File: config.mk
export PLATFORM = sky130hd
export DESIGN_NAME = f1_light_sequencer
export DESIGN_NICKNAME = d
export VERILOG_FILES = /design/src/rtl/f1_pkg.sv /design/src/rtl/f1_light_sequencer_hold_counter.sv /design/src/rtl/f1_light_sequencer.sv
export SDC_FILE = /design/constraint.sdc
export NUM_CORES = 1
export LEC_CHECK = 0
export ABC_AREA = 1
export CAP_MARGIN = 0
export CORE_ASPECT_RATIO = 1.5
export CORE_MARGIN = 4
export CORE_UTILIZATION = 29
export DETAILED_ROUTE_END_ITERATION = 8
export PLACE_DENSITY = 0.61
export SETUP_SLACK_MARGIN = 0.02
export SYNTH_ARGS = -nofsm -noshare
export SYNTH_HDL_FRONTEND = slang
export SYNTH_HIERARCHICAL = 1
export SYNTH_SLANG_ARGS = --single-unit
File: constraint.sdc
create_clock -name clk -period 1.3 [get_ports clk]
set_input_delay 0.26 -clock clk [delete_from_list [all_inputs] [get_ports clk]]
set_output_delay 0.26 -clock clk [all_outputs]
set_load 0.05 [all_outputs]
File: src/rtl/f1_pkg.sv
// Shared types and defaults for the start-light sequencer.
package f1_pkg;

    typedef enum logic [1:0] {
        IDLE = 2'd0,
        FILL = 2'd1,
        HOLD = 2'd2
    } f1_state_t;

    localparam int DEFAULT_N_LIGHTS = 8;
    localparam int DEFAULT_LFSR_W   = 4;

endpackage

File: src/rtl/f1_light_sequencer_hold_counter.sv
// Loadable down-counter that times the random hold after the last lamp lights.
module hold_counter #(
    parameter int W = 4
) (
    input  logic         clk,
    input  logic         rst,
    input  logic         load,
    input  logic [W-1:0] load_val,
    input  logic         dec,
    output logic         is_one
);

    logic [W-1:0] count_reg;

    always_ff @(posedge clk or posedge rst) begin
        if (rst) begin
            count_reg <= '0;
        end else if (load) begin
            count_reg <= load_val;
        end else if (dec) begin
            count_reg <= count_reg - 1'b1;
        end
    end

    assign is_one = (count_reg == W'(1));

endmodule

File: src/rtl/f1_light_sequencer.sv
// Start-lights controller: fills lamps one per tick, holds for a random
// number of ticks taken from the external LFSR, then blacks out and pulses done.
module f1_light_sequencer
    import f1_pkg::*;
#(
    parameter int N_LIGHTS = DEFAULT_N_LIGHTS,
    parameter int LFSR_W   = DEFAULT_LFSR_W
) (
    input  logic                clk,
    input  logic                rst,
    input  logic                tick,
    input  logic                trigger,
    input  logic [LFSR_W-1:0]   lfsr_data,
    output logic                lfsr_en,
    output logic [N_LIGHTS-1:0] lights,
    output logic                busy,
    output logic                done
);

    f1_state_t             state_reg;
    logic [N_LIGHTS-1:0]   lights_reg;
    logic                  busy_reg;
    logic                  done_reg;

    logic                  last_fill;
    logic                  hold_load;
    logic                  hold_dec;
    logic [LFSR_W-1:0]     hold_load_val;
    logic                  hold_is_one;

    // The tick that lights the MSB is the one where the lamp below it is already lit.
    assign last_fill     = lights_reg[N_LIGHTS-2];
    assign hold_load     = (state_reg == FILL) && tick && last_fill;
    assign hold_load_val = (lfsr_data == '0) ? LFSR_W'(1) : lfsr_data;
    assign hold_dec      = (state_reg == HOLD) && tick && !hold_is_one;

    hold_counter #(
        .W (LFSR_W)
    ) u_hold_counter (
        .clk      (clk),
        .rst      (rst),
        .load     (hold_load),
        .load_val (hold_load_val),
        .dec      (hold_dec),
        .is_one   (hold_is_one)
    );

    always_ff @(posedge clk or posedge rst) begin
        if (rst) begin
            state_reg  <= IDLE;
            lights_reg <= '0;
            busy_reg   <= 1'b0;
            done_reg   <= 1'b0;
        end else begin
            done_reg <= 1'b0;
            case (state_reg)
                IDLE: begin
                    if (trigger) begin
                        state_reg <= FILL;
                        busy_reg  <= 1'b1;
                    end
                end
                FILL: begin
                    if (tick) begin
                        lights_reg <= {lights_reg[N_LIGHTS-2:0], 1'b1};
                        if (last_fill) begin
                            state_reg <= HOLD;
                        end
                    end
                end
                HOLD: begin
                    if (tick && hold_is_one) begin
                        lights_reg <= '0;
                        done_reg   <= 1'b1;
                        busy_reg   <= 1'b0;
                        state_reg  <= IDLE;
                    end
                end
                default: begin
                    state_reg  <= IDLE;
                    lights_reg <= '0;
                    busy_reg   <= 1'b0;
                end
            endcase
        end
    end

    // The LFSR keeps stepping until the hold length is captured, then freezes.
    assign lfsr_en = (state_reg != HOLD);
    assign lights  = lights_reg;
    assign busy    = busy_reg;
    assign done    = done_reg;

endmodule

# --- Yosys cells after proc, flatten, opt, wreduce, memory -nomap -nowiden ---
# Index checks and enable logic that the tools add are counted.
word_totals:
  output_inout_bits: 11
  input_bits: 8
  ff_bits: 16
  wordCells: 44
classes:
  n_eq_ne: 8
  mux: 16
  bitwise_logic: 2
  n_addsub: 1
  n_reduce_logical: 12
op_table:
  columns: ["op", "n"]
  rows:
  - ["$pmux 8 s3", 1]
  - ["$mux 8", 2]
  - ["$mux 4", 3]
  - ["$mux 2", 4]
  - ["$ne 2x2->1 const B", 4]
  - ["$pmux 2 s3", 1]
  - ["$reduce_and 3->1", 2]
  - ["$logic_and 1x1->1", 5]
  - ["$eq 4x1->1 const B", 1]
  - ["$logic_not 4->1", 1]
  - ["$mux 1", 4]
  - ["$reduce_and 4->1", 1]
  - ["$sub 4x1->4 const B", 1]
  - ["$pmux 1 s3", 1]
  - ["$eq 2x1->1 const B", 1]
  - ["$eq 2x2->1 const B", 1]
  - ["$logic_not 2->1", 1]
  - ["$ne 2x1->1 const B", 1]
  - ["$not 1->1", 2]
  - ["$reduce_bool 2->1", 1]
  - ["$logic_not 1->1", 1]

# --- Depth between registers and ports, before layout ---
depth:
  ltp_word: 5
  mapped_depth: 9
  ltp_nobuf: 9

# --- Hierarchy ---
# Netlist, hierarchy kept.
modules_own_cells:
  columns: ["module", "cells_per_inst", "seq_area_each_um2", "n_inst", "area_each_um2"]
  rows:
  - ["f1_light_sequencer", 67, 300.3, 1, 550.5]
  - ["hold_counter", 34, 100.1, 1, 252.7]

# --- Least setup slack after synthesis ---
# Ideal clock, no wire load.
synth_timing:
  path_kind: "register to register"
  startpoint: "reg state_reg[0]"
  endpoint: "reg u_hold_counter.count_reg[2]"
  slack_ns: -0.258
  required_time_ns: 1.224
  arrival_ns: 1.482
  synth_period_minus_slack_ns: 1.558
  path_stages_with_launch: 8
  n_path_buf: 0
  setup_ns: 0.076
  path_cell_list: "dfrtp_1 inv_1 nand2_1 nor3_1 inv_1 nor2_1 inv_1 o21ai_1"
synth_between:
  elab_chain_cells: 4
  word_cells_on_any_way: 8
  classes_between: "eq/ne (2); mux (1); reduce/logical (5)"
synth_lines:
  columns: ["element", "line_no", "rtl"]
  rows:
  - ["start, declared", "f1_light_sequencer.sv:20", "f1_state_t state_reg;"]
  - ["start signal, assigned", "f1_light_sequencer.sv:50", "state_reg <= IDLE;"]
  - ["start signal, assigned", "f1_light_sequencer.sv:59", "state_reg <= FILL;"]
  - ["start signal, assigned", "f1_light_sequencer.sv:67", "state_reg <= HOLD;"]
  - ["$eq 2x2->1", "f1_light_sequencer.sv:35", "assign hold_dec = (state_reg == HOLD) && tick && !hold_is_one;"]
  - ["$logic_and 1x1->1 (2 in a row)", "f1_light_sequencer.sv:35", null]
  - ["via hold_dec", "f1_light_sequencer.sv:27", "logic hold_dec;"]
  - ["$reduce_bool 2->1 (no source line)", null, null]
  - ["end signal, assigned", "f1_light_sequencer_hold_counter.sv:19", "count_reg <= load_val;"]
  - ["end signal, assigned", "f1_light_sequencer_hold_counter.sv:21", "count_reg <= count_reg - 1'b1;"]
  - ["end, declared", "f1_light_sequencer_hold_counter.sv:13", "logic [W-1:0] count_reg;"]
# The timed path passes the listed nets, and every way through them passes these cells.
# A chain may end at the register's enable or synchronous reset.

# --- Worst setup path after layout ---
layout_timing:
  startpoint: "reg u_hold_counter.count_reg[1]"
  endpoint: "reg lights_reg[6] (netlist: lights[6])"
layout_between:
  elab_chain_cells: 4
layout_lines:
  columns: ["element", "line_no", "rtl"]
  rows:
  - ["$eq 4x1->1", "f1_light_sequencer_hold_counter.sv:25", "assign is_one = (count_reg == W'(1));"]
  - ["via hold_is_one", "f1_light_sequencer.sv:29", "logic hold_is_one;"]
  - ["$logic_and 1x1->1", "f1_light_sequencer.sv:72", "if (tick && hold_is_one) begin"]
  - ["$ne 2x1->1 (no source line)", null, null]
  - ["$reduce_and 3->1 (no source line)", null, null]
  - ["end signal, assigned", "f1_light_sequencer.sv:65", "lights_reg <= {lights_reg[N_LIGHTS-2:0], 1'b1};"]
  - ["end, declared", "f1_light_sequencer.sv:21", "logic [N_LIGHTS-1:0] lights_reg;"]
# The timed path passes the listed nets, and every way through them passes these cells.

==> run metrics <==
Net Count, Synth 111; min Tclk post-route 1.38 ns; syn avg cell area 7.95 um^2; final-stage net count 149; crit path kind reg -> reg; Post-Synthesis Cells 101; first-pass GRT wire length 3390 um; Die ar. 0.00369 mm^2; proportion of layout cells with a drive suffix above 1 40.6%; CP arrival 1.51 ns; antenna-violating nets left 0; post-route setup slack -0.0836 ns; Pre-antenna DRT Iters 4; Post-synth ARST share 100%; CTS Buf Count 3; clock sink count 16; slew margin rel. 85.9%; # IOs 19; Die X 51.0 um; Worst path slowest cell dfrtp_1; share of the synthesized area in the top cell type between 40% and 50%; delay-heaviest family, CP simple AND/OR/NAND/NOR gates; TNS Setup -0.742 ns; Port-buffer cells 18; Clock Tree Buf Depth 2; die height 72.5 um; DP Wirelength 1480 um; total track usage 12.2%; f_max 723 MHz; Post-Syn Area 803 um^2; fin crit share 106%; core area 0.00268 mm^2; Setup Skew 0.00266 ns; Leak 0.660 nW; Hold-fix buffers, CTS 0; RSZ-0062 raised after global routing true; Yosys reg bits 16; drt via density 4.43; final WL 1970 um; Overflow after GRT 0; CTS clock-pin slew for the worst setup and hold paths 0.06 ns; routability congestion estimate 0.903; register area 402 um^2; routed len/inst 11.3 um; Post-synth EDFFs 0; pre-CTS worst setup slack -0.289 ns; CP max FO 8; sequential fraction of the synthesis area 49.8%; CP startpoint u_hold_counter/count_reg[1]$_DFFE_PP0P_; Main synth FF type dfrtp_1; diodes inserted 0; cell repeated most along the worst path nand3_4; count leader, synth nand2_1; vias 775; max reg flops 8; max cap viols 0; initial core utilization 30.0%; status complete, but fails checks; Slew Viols, Final 0; Tightest Pin Transition 0.211 ns; antenna violations before repair 0; fin util 53.0%; WP data required 1.43 ns; failing checks setup timing; top post-synthesis cells by area dfrtp_1 50%, nand2_1 13%, inv_1 8.9%, o21ai_0 5.0%, nand3_1 3.7%; worst reg2reg startpoint u_hold_counter/count_reg[1]$_DFFE_PP0P_; initial DRC count 32; number of distinct library cells after synthesis 17; # H-tree levels 1; Layout area overhead 76.6%; worst skew pair latency 0.24 ns; fillcell total 244; CTS tree done; Setup crit end kind flip-flop; YS warnings 6; Residual DRC 0; max incr delay on CP approximately 0.40 ns; Root Driver clkbuf_8; Pwr Total about 0.0033 W; largest net degree at the start of global routing 13; Final Hold Viols 0; cell row count 23; setup violators final 13; vias in the first global route 787; PwrDens approximately 2400 mW/mm^2; Bufs and invs on worst path 1; largest area contributor in the netlist dfrtp_1; startpoint types flip-flop; HP Class in -> async; Multi-input gate area approximately 410 um^2; CP Cell Sequence inv_2 > ha_4 > nand2_4 > nor2_4 > nand2_2 > nand3_4 > nand3_4 > nand2_1 > o21ai_1; synth cell count leaders 27 x nand2_1, 19 x inv_1, 16 x dfrtp_1; Peak VDD IR 0.00106 V
## power breakdown
part           switching [W]  internal [W]
registers           0.000237      0.000698
clock network       0.000151      0.000268
logic                0.00107      0.000923
## cell usage in the layout (no fill, tap or decap), drive strengths merged
master,count
dfrtp,16
ha,2
clkdlybuf4s50,6
nand2,27
a21boi,2
buf,29
inv,19
xnor2,1
or2,1
nor3,2
o211ai,1
dlygate4sd2,1
nor2,7
a22oi,1
nand3,8
o21ai,11
clkbuf,4
## per-stage QoR
stage                     cells  instance area [um^2]  hold WS [ns]
after global placement      167                  1260         0.480
after detailed placement    167                  1260         0.485
after CTS                   175                  1400         0.226
after global routing        175                  1420         0.245
after floorplan             101                   832        0.0261
final                       175                  1420         0.225
## path summary, 6_finish.rpt
| kind | slack [ns] | to | depth (start not counted) |
|---|---|---|---|
| worst max-delay path | -0.08 | lights[6]$_DFFE_PP0P_ | 9 |
| worst min-delay path | 0.23 | u_hold_counter/count_reg[0]$_DFFE_PP0P_ | 2 |
| worst max register to register | -0.08 | lights[6]$_DFFE_PP0P_ | 9 |
| worst min register to register | 0.55 | busy$_DFFE_PP0P_ | 2 |
| max in group asynchronous | 0.81 | lights[6]$_DFFE_PP0P_ | 3 |
| min in group clk | 0.52 | done$_DFF_PP0_ | 3 |
## kinds of logic (layout without fill, tap and decap cells)
logic type	count (synthesis)	in the layout	share of synthesized area, %
simple gates	45	45	25.1
buf+inv	22	59	10.3
flops	16	16	49.8
compound gates	15	15	10.6
fa+ha+maj	2	2	3.11
xor+xnor	1	1	1.09
## routing by layer
metal / wire, um / vias up / global-route usage [%]
met3: 93 / 6 / 1.64
met2: 1040 / 22 / 21.4
li1: - / 388 / -
met5: 0 / - / 0
met1: 797 / 359 / 13.8
met4: 44 / 0 / 6.89
## final cells by class
cell class              instances  area share, %
repair buffers                 36           30.4
multi-input cells              63           29.1
flip-flops and latches         16           28.3
inverters                      19           5.03
clock buffers                   4           3.88
well taps                      37           3.26
## what timing repair did
action                     CTS  global route
pin swaps                   13             9
setup endpoints to repair   15            16
gates cloned                 0             0
gates resized for setup     24             7
setup buffers                4             0
Note: power is estimated with default switching activity, not from simulation.
